### src/rtl/arb3_rr_if.sv
// Request/grant bundle between the requesters and the arb3_rr round-robin arbiter.
interface arb3_rr_if;
  logic       REQ0, REQ1, REQ2;
  logic       GNT0, GNT1, GNT2;
  logic       GV;
  logic [1:0] GID;

  modport master (output REQ0, REQ1, REQ2, input GNT0, GNT1, GNT2, GV, GID);
  modport slave  (input REQ0, REQ1, REQ2, output GNT0, GNT1, GNT2, GV, GID);
endinterface

### src/rtl/arb3_rr.sv
// Three-requester round-robin arbiter with registered one-hot grants, grant hold
// until release, and an optional time-slice quantum (0 = unlimited).
module arb3_rr #(
  parameter int unsigned QUANTUM = 0
) (
  input  logic      CK,
  input  logic      CD,
  input  logic      CE,
  arb3_rr_if.slave  bus
);

  typedef enum logic {IDLE = 1'b0, GRANT = 1'b1} state_t;

  localparam bit         QEN   = (QUANTUM != 0);
  localparam logic [7:0] QLAST = (QUANTUM == 0) ? 8'd0 : 8'(QUANTUM - 1);

  state_t     state_q;
  logic [1:0] ptr_q, own_q;
  logic [7:0] cnt_q;
  logic [2:0] gnt_q;
  logic       gv_q;

  logic [3:0] req;
  logic       win_vld;
  logic [1:0] win_idx;
  logic       rel;

  function automatic logic [1:0] inc3(input logic [1:0] x);
    return (x == 2'd2) ? 2'd0 : x + 2'd1;
  endfunction

  function automatic logic [2:0] onehot3(input logic [1:0] x);
    case (x)
      2'd0:    return 3'b001;
      2'd1:    return 3'b010;
      default: return 3'b100;
    endcase
  endfunction

  // Index 3 is never a legal owner; padding keeps the 2-bit select in range.
  assign req = {1'b0, bus.REQ2, bus.REQ1, bus.REQ0};

  // First requester found scanning PTR, PTR+1, PTR+2 (mod 3).
  always_comb begin
    logic [1:0] idx;
    win_vld = 1'b0;
    win_idx = ptr_q;
    idx     = ptr_q;
    for (int k = 0; k < 3; k++) begin
      if (!win_vld && req[idx]) begin
        win_vld = 1'b1;
        win_idx = idx;
      end
      idx = inc3(idx);
    end
  end

  assign rel = !req[own_q] || (QEN && (cnt_q == QLAST));

  always_ff @(posedge CK) begin
    if (CD) begin
      state_q <= IDLE;
      ptr_q   <= 2'd0;
      own_q   <= 2'd0;
      cnt_q   <= 8'd0;
      gnt_q   <= 3'b000;
      gv_q    <= 1'b0;
    end else if (CE) begin
      if ((state_q == IDLE || rel) && win_vld) begin
        // PTR already sits past the owner, so a lone expiring owner re-wins last.
        state_q <= GRANT;
        own_q   <= win_idx;
        ptr_q   <= inc3(win_idx);
        cnt_q   <= 8'd0;
        gnt_q   <= onehot3(win_idx);
        gv_q    <= 1'b1;
      end else if (state_q == GRANT && !rel) begin
        cnt_q <= (cnt_q == 8'hFF) ? 8'hFF : cnt_q + 8'd1;
      end else begin
        state_q <= IDLE;
        gnt_q   <= 3'b000;
        gv_q    <= 1'b0;
      end
    end
  end

  assign bus.GNT0 = gnt_q[0];
  assign bus.GNT1 = gnt_q[1];
  assign bus.GNT2 = gnt_q[2];
  assign bus.GV   = gv_q;
  assign bus.GID  = own_q;

endmodule

### src/flat_wrapper.sv
// flat-port wrapper written by rule: the top's interface ports become plain ports
module arb3_rr_flat 
#(
  parameter int unsigned QUANTUM = 0
)
  (CK, CD, CE, bus_REQ0, bus_REQ1, bus_REQ2, bus_GNT0, bus_GNT1, bus_GNT2, bus_GV, bus_GID);
  arb3_rr_if bus_i ();
  input  logic CK;
  input  logic CD;
  input  logic CE;
  input wire logic [$bits(bus_i.REQ0)-1:0] bus_REQ0;
  input wire logic [$bits(bus_i.REQ1)-1:0] bus_REQ1;
  input wire logic [$bits(bus_i.REQ2)-1:0] bus_REQ2;
  output wire logic [$bits(bus_i.GNT0)-1:0] bus_GNT0;
  output wire logic [$bits(bus_i.GNT1)-1:0] bus_GNT1;
  output wire logic [$bits(bus_i.GNT2)-1:0] bus_GNT2;
  output wire logic [$bits(bus_i.GV)-1:0] bus_GV;
  output wire logic [$bits(bus_i.GID)-1:0] bus_GID;
  assign bus_i.REQ0 = bus_REQ0;
  assign bus_i.REQ1 = bus_REQ1;
  assign bus_i.REQ2 = bus_REQ2;
  assign bus_GNT0 = bus_i.GNT0;
  assign bus_GNT1 = bus_i.GNT1;
  assign bus_GNT2 = bus_i.GNT2;
  assign bus_GV = bus_i.GV;
  assign bus_GID = bus_i.GID;
  arb3_rr #(.QUANTUM(QUANTUM)) u_core (.CK(CK), .CD(CD), .CE(CE), .bus(bus_i));
endmodule
### config.mk
export PLATFORM = sky130hd
export DESIGN_NAME = arb3_rr_flat
export DESIGN_NICKNAME = d
export VERILOG_FILES = /design/src/rtl/arb3_rr_if.sv /design/src/rtl/arb3_rr.sv /design/src/flat_wrapper.sv
export SDC_FILE = /design/constraint.sdc
export NUM_CORES = 1
export LEC_CHECK = 0
export ABC_AREA = 1
export BUFFER_PORTS_ARGS = -buffer_cell sky130_fd_sc_hd__buf_4
export CAP_MARGIN = 20
export CORE_AREA = 2 2 39 41
export DETAILED_ROUTE_END_ITERATION = 10
export DIE_AREA = 0 0 41 43
export PLACE_DENSITY = 0.63
export SLEW_MARGIN = 20
export SYNTH_ARGS = -nofsm -noshare
export SYNTH_HDL_FRONTEND = slang
export SYNTH_SLANG_ARGS = --single-unit
### constraint.sdc
create_clock -name CK -period 2 [get_ports CK]
set_input_delay 0.5 -clock CK [delete_from_list [all_inputs] [get_ports CK]]
set_output_delay 0.5 -clock CK [all_outputs]
set_load 0.05 [all_outputs]
# [Word level (Yosys, flattened, before mapping)]
# Cells that the tools add are included.
[totals] regBits=8 in_bits=6 output_inout_bits=6 word_cells=49
[op_classes] add_sub_neg=3 magnitude_cmp=4 eq_ne=5 mux=21 bitwise_logic=1 reduce_logical=11
[op_table] op="$lt A2 B3 Y1 const B" count=4
[op_table] op="$mux W2" count=5
[op_table] op="$mux W1" count=9
[op_table] op="$bmux W1 S2" count=4
[op_table] op="$add A2 B1 Y2 const B" count=3
[op_table] op="$eq A2 B2 Y1 const B" count=3
[op_table] op="$mux W3" count=2
[op_table] op="$pmux W3 S2" count=1
[op_table] op="$logic_and A1 B1 Y1" count=4
[op_table] op="$reduce_and A2 Y1" count=2
[op_table] op="$logic_not A1 Y1" count=3
[op_table] op="$eq A2 B1 Y1 const B" count=1
[op_table] op="$logic_not A2 Y1" count=1
[op_table] op="$ne A2 B1 Y1 const B" count=1
[op_table] op="$logic_or A1 B1 Y1" count=1
[op_table] op="$not A1 Y1" count=1

# [Logic depth before layout (Yosys ltp)]
[logic_depth] depth_word=12 ltp_mapped=12

# [Least setup slack after synthesis]
# No wires, ideal clock.
[synth_timing] path_type="reg-to-reg" startpoint="register u_core.own_q[0] (netlist: u_core.bus.GID[0])" endpoint="register u_core.own_q[0] (netlist: u_core.bus.GID[0])" setup_time_ps=70 arrival_time_ps=1463 required_time_ps=1930 path_slack_ps=467 stages_incl_launch_ff=9 path_buffers=0 cell_sequence="dfxtp_1 > o21ai_0 > nand4_1 > nand2_1 > inv_1 > nand2_2 > inv_2 > nand3_1 > a21oi_1"
[synth_between] elab_chain_cells=6
[synth_lines] item="from (decl)" line="arb3_rr.sv:18" rtl="logic [1:0] ptr_q, own_q;"
[synth_lines] item="from (signal assigned)" line="arb3_rr.sv:72" rtl="own_q <= win_idx;"
[synth_lines] item="$bmux W1 S2" line="arb3_rr.sv:58" rtl="assign rel = !req[own_q] || (QEN && (cnt_q == QLAST));"
[synth_lines] item="$mux W1 (implied by the code)" line="arb3_rr.sv:58"
[synth_lines] item="$logic_not A1 Y1" line="arb3_rr.sv:58"
[synth_lines] item="$logic_or A1 B1 Y1" line="arb3_rr.sv:69" rtl="if ((state_q == IDLE || rel) && win_vld) begin"
[synth_lines] item="$logic_and A1 B1 Y1" line="arb3_rr.sv:69"
[synth_lines] item="$reduce_and A2 Y1 (no line)"
# Every way passes these cells. The select of a mux whose other input is x is not followed.
# A chain may end at the register's enable or synchronous reset.

# [Worst setup path in the final report]
[layout_timing] startpoint="register u_core.ptr_q[1]" endpoint="register u_core.own_q[0] (netlist: u_core.bus.GID[0])"
[layout_between] elab_chain_cells=11 elab_cells_between_ends=23 cone_classes="add/sub: 2; eq/ne: 2; mux: 13; reduce/logical: 6"
[layout_lines] item="from (decl)" line="arb3_rr.sv:18"
[layout_lines] item="from (signal assigned)" line="arb3_rr.sv:73" rtl="ptr_q <= inc3(win_idx);"
[layout_lines] item="branches (longest 11 deep; another with $add A2 B1 Y2)"
# Parallel ways; which one is timed is not known. The select of a mux whose other input is x is not followed.

==> impl_results.md <==
* Status: finished, final reports clean
* Ports at 12
* Syn Nets at 86
* Drt total wl at 1080 µm
* Synth top area share at 32.0%
* Mapped Cells at 80
* Setup violators final at 0
* Worst-path clk slew at 0.05 ns
* Hold-critical path depth at 2
* Power per Cell Area at 1650 mW/mm²
* Final hold violations at 0
* Ant. Diodes at 0
* H-tree lvl count at 1
* Final setup margin at 0.422 ns
* Routed via count at 518
* Slowest-stage cell, CP: dfxtp_1
* Gpl congestion at 0.748
* Critical Path Sink Type: flop
* # Post-CTS Setup Buffers at 0
* Post-CTS Hold Buffers at 0
* LEAKAGE at 0.000308 µW
* Num rows at 14
* Maximum buffer depth of the clock tree at 2
* Drt initial violations at 9
* CORE AREA at 0.00138 mm²
* Vias in the first global route at 426
* Largest net degree at the start of global routing at 10
* Type of the worst min-delay path: in2reg
* Slew @ Worst Pin at 0.324 ns
* Largest area contributor in the netlist: dfxtp_1
* FF-to-FF path depth at 8
* Most numerous cell in the Yosys netlist: nand2_1
* Final Power at 1010 µW
* Fmax at 634 MHz
* Synth warn at 0
* Clock latency on the worst-skew pair at 0.25 ns
* Minimum clock period at 1.58 ns
* # fillers at 143
* Drt drc at 0
* GR Overflow Total at 0
* Initial Util at 36.2%
* DR vias/cell at 4.80
* Die area at 0.00176 mm²
* Setup TNS at 0 ns
* Main synth FF type: dfxtp_1
* Max-slew violation count at 0
* CTS tree: built
* Post-Route Utilization at 44.1%
* Fin nets at 100
* Die Ht at 43 µm
* Overall Global Routing Usage at 15.2%
* Post-synth EDFFs at 0
* First-pass GRT wire length at 1750 µm
* Arr. time, crit path at 1.76 ns
* WL/cell at 10.0 µm
* Share of cells above drive strength 1 at 28.3%
* Pre-CTS WS at 0.415 ns
* Post-CTS resize count at 0
* Mean Syn Cell Area at 6.26 µm²
* Ys async rst share at 0%
* CP startpoint kind: flop
* Crit path cell chain: inv_1 -> nand3_1 -> nand3_2 -> nand3_1 -> nand2_2 -> inv_2 -> nand3_1 -> a21oi_1
* Period utilization at 78.9%
* Post-synth cell types at 15
* Largest stage delay, worst path at 0.51 ns
* Worst VDD drop at 0.000673 V
* Worst path most repeated cell: nand3_1
* Slew HR at 78.3%
* Sequential share of the synthesized area at 32.0%
* Clock Sinks at 8
* CTS buffer count at 3
* Unrepaired setup endpoints after global routing: false
* # port buffers at 11
* Clock Root Buffer: clkbuf_4
* Final setup skew at 0.000930 ns
* Hpwl dp at 839 µm
* Critical Path RT at 2.19 ns
* Commonest cells post-synth: 25 x nand2_1, 12 x nand3_1, 8 x dfxtp_1, 8 x inv_1, 7 x a21oi_1
* CP Class: reg2reg
* Initial antenna violation count at 0
* Die Width at 41 µm
* Final antenna-violating net count at 0
* 1st-pass router iterations at 4
* Synth area leaders: dfxtp_1 32%, nand2_1 19%, nand3_1 12%
* Cell Area, Synth at 500 µm²
* CP Max Fanout at 9
* Max cap viols at 0
* Area grow syn2layout at 22.0%
* FF+latch count, synth at 8
## state kept, by name, indices dropped and copies added (netlist names)
register / cells
u_core.state_q: 1
u_core.bus.GID: 2
u_core.ptr_q: 2
u_core.gnt_q: 3
## worst max-delay path, delay by kind of cell (launching register included)
kind,cells,cell delay (ns)
AND/OR/NAND/NOR,5,0.60
flip-flops,1,0.51
buffers and inverters,2,0.25
AO/OA/AOI/OAI,1,0.15
## per-stage QoR
step | std cells | area, µm² | hold WS [ns]
2_1_floorplan | 80 | 500 | 0.516
3_5_place_dp | 105 | 588 | 0.465
5_1_grt | 108 | 611 | 0.461
4_1_cts | 108 | 611 | 0.457
3_3_place_gp | 105 | 588 | 0.470
6_report | 108 | 611 | 0.460
## kinds of logic after synthesis
logic type | after synthesis | share of synthesized area (%)
buffers and inverters | 13 | 11.2
AND/OR/NAND/NOR | 51 | 48.8
AO/OA/AOI/OAI | 8 | 8.00
flip-flops | 8 | 32.0
## routing by layer
layer,wire length [µm],GRT usage [%],vias up
li1,-,-,279
met3,37,1.57,4
met2,461,19.1,9
met5,0,0,-
met4,34,14.0,0
met1,548,21.4,226
## area by class of cell
class                   instances  area (µm²)  area share, %
multi-input cells              59         284           46.5
flip-flops and latches          8         160           26.2
repair buffers                 11        82.6           13.5
well taps                      16        20.0           3.28
clock buffers                   3        22.5           3.69
inverters                      11        41.3           6.76
## report_power, final
group	internal (µW)	switching, µW
clock network	68.7	55.9
registers	215	66.3
logic	192	409
total	476	531
## layout by cell type, fill, tap and decap left out
master and count:
nand2_1 25, inv_1 8, clkbuf_4 3, nand2_2 3
nor2_1 3, nand3_2 3, nor3_1 1, inv_2 3
buf_4 11, a21oi_1 7, o21ai_0 1, nand3_1 12
dfxtp_1 8, nand4_1 1, nor2_2 3
## worst paths after layout
check / from / end / slack, ns
setup reg to reg: u_core.ptr_q[1] / u_core.bus.GID[0] / 0.42
setup / recovery: u_core.ptr_q[1] / u_core.bus.GID[0] / 0.42
hold reg to reg: u_core.gnt_q[1] / u_core.gnt_q[1] / 0.47
hold / removal: CD / u_core.ptr_q[1] / 0.46
Power figures use the tool's default switching activity.
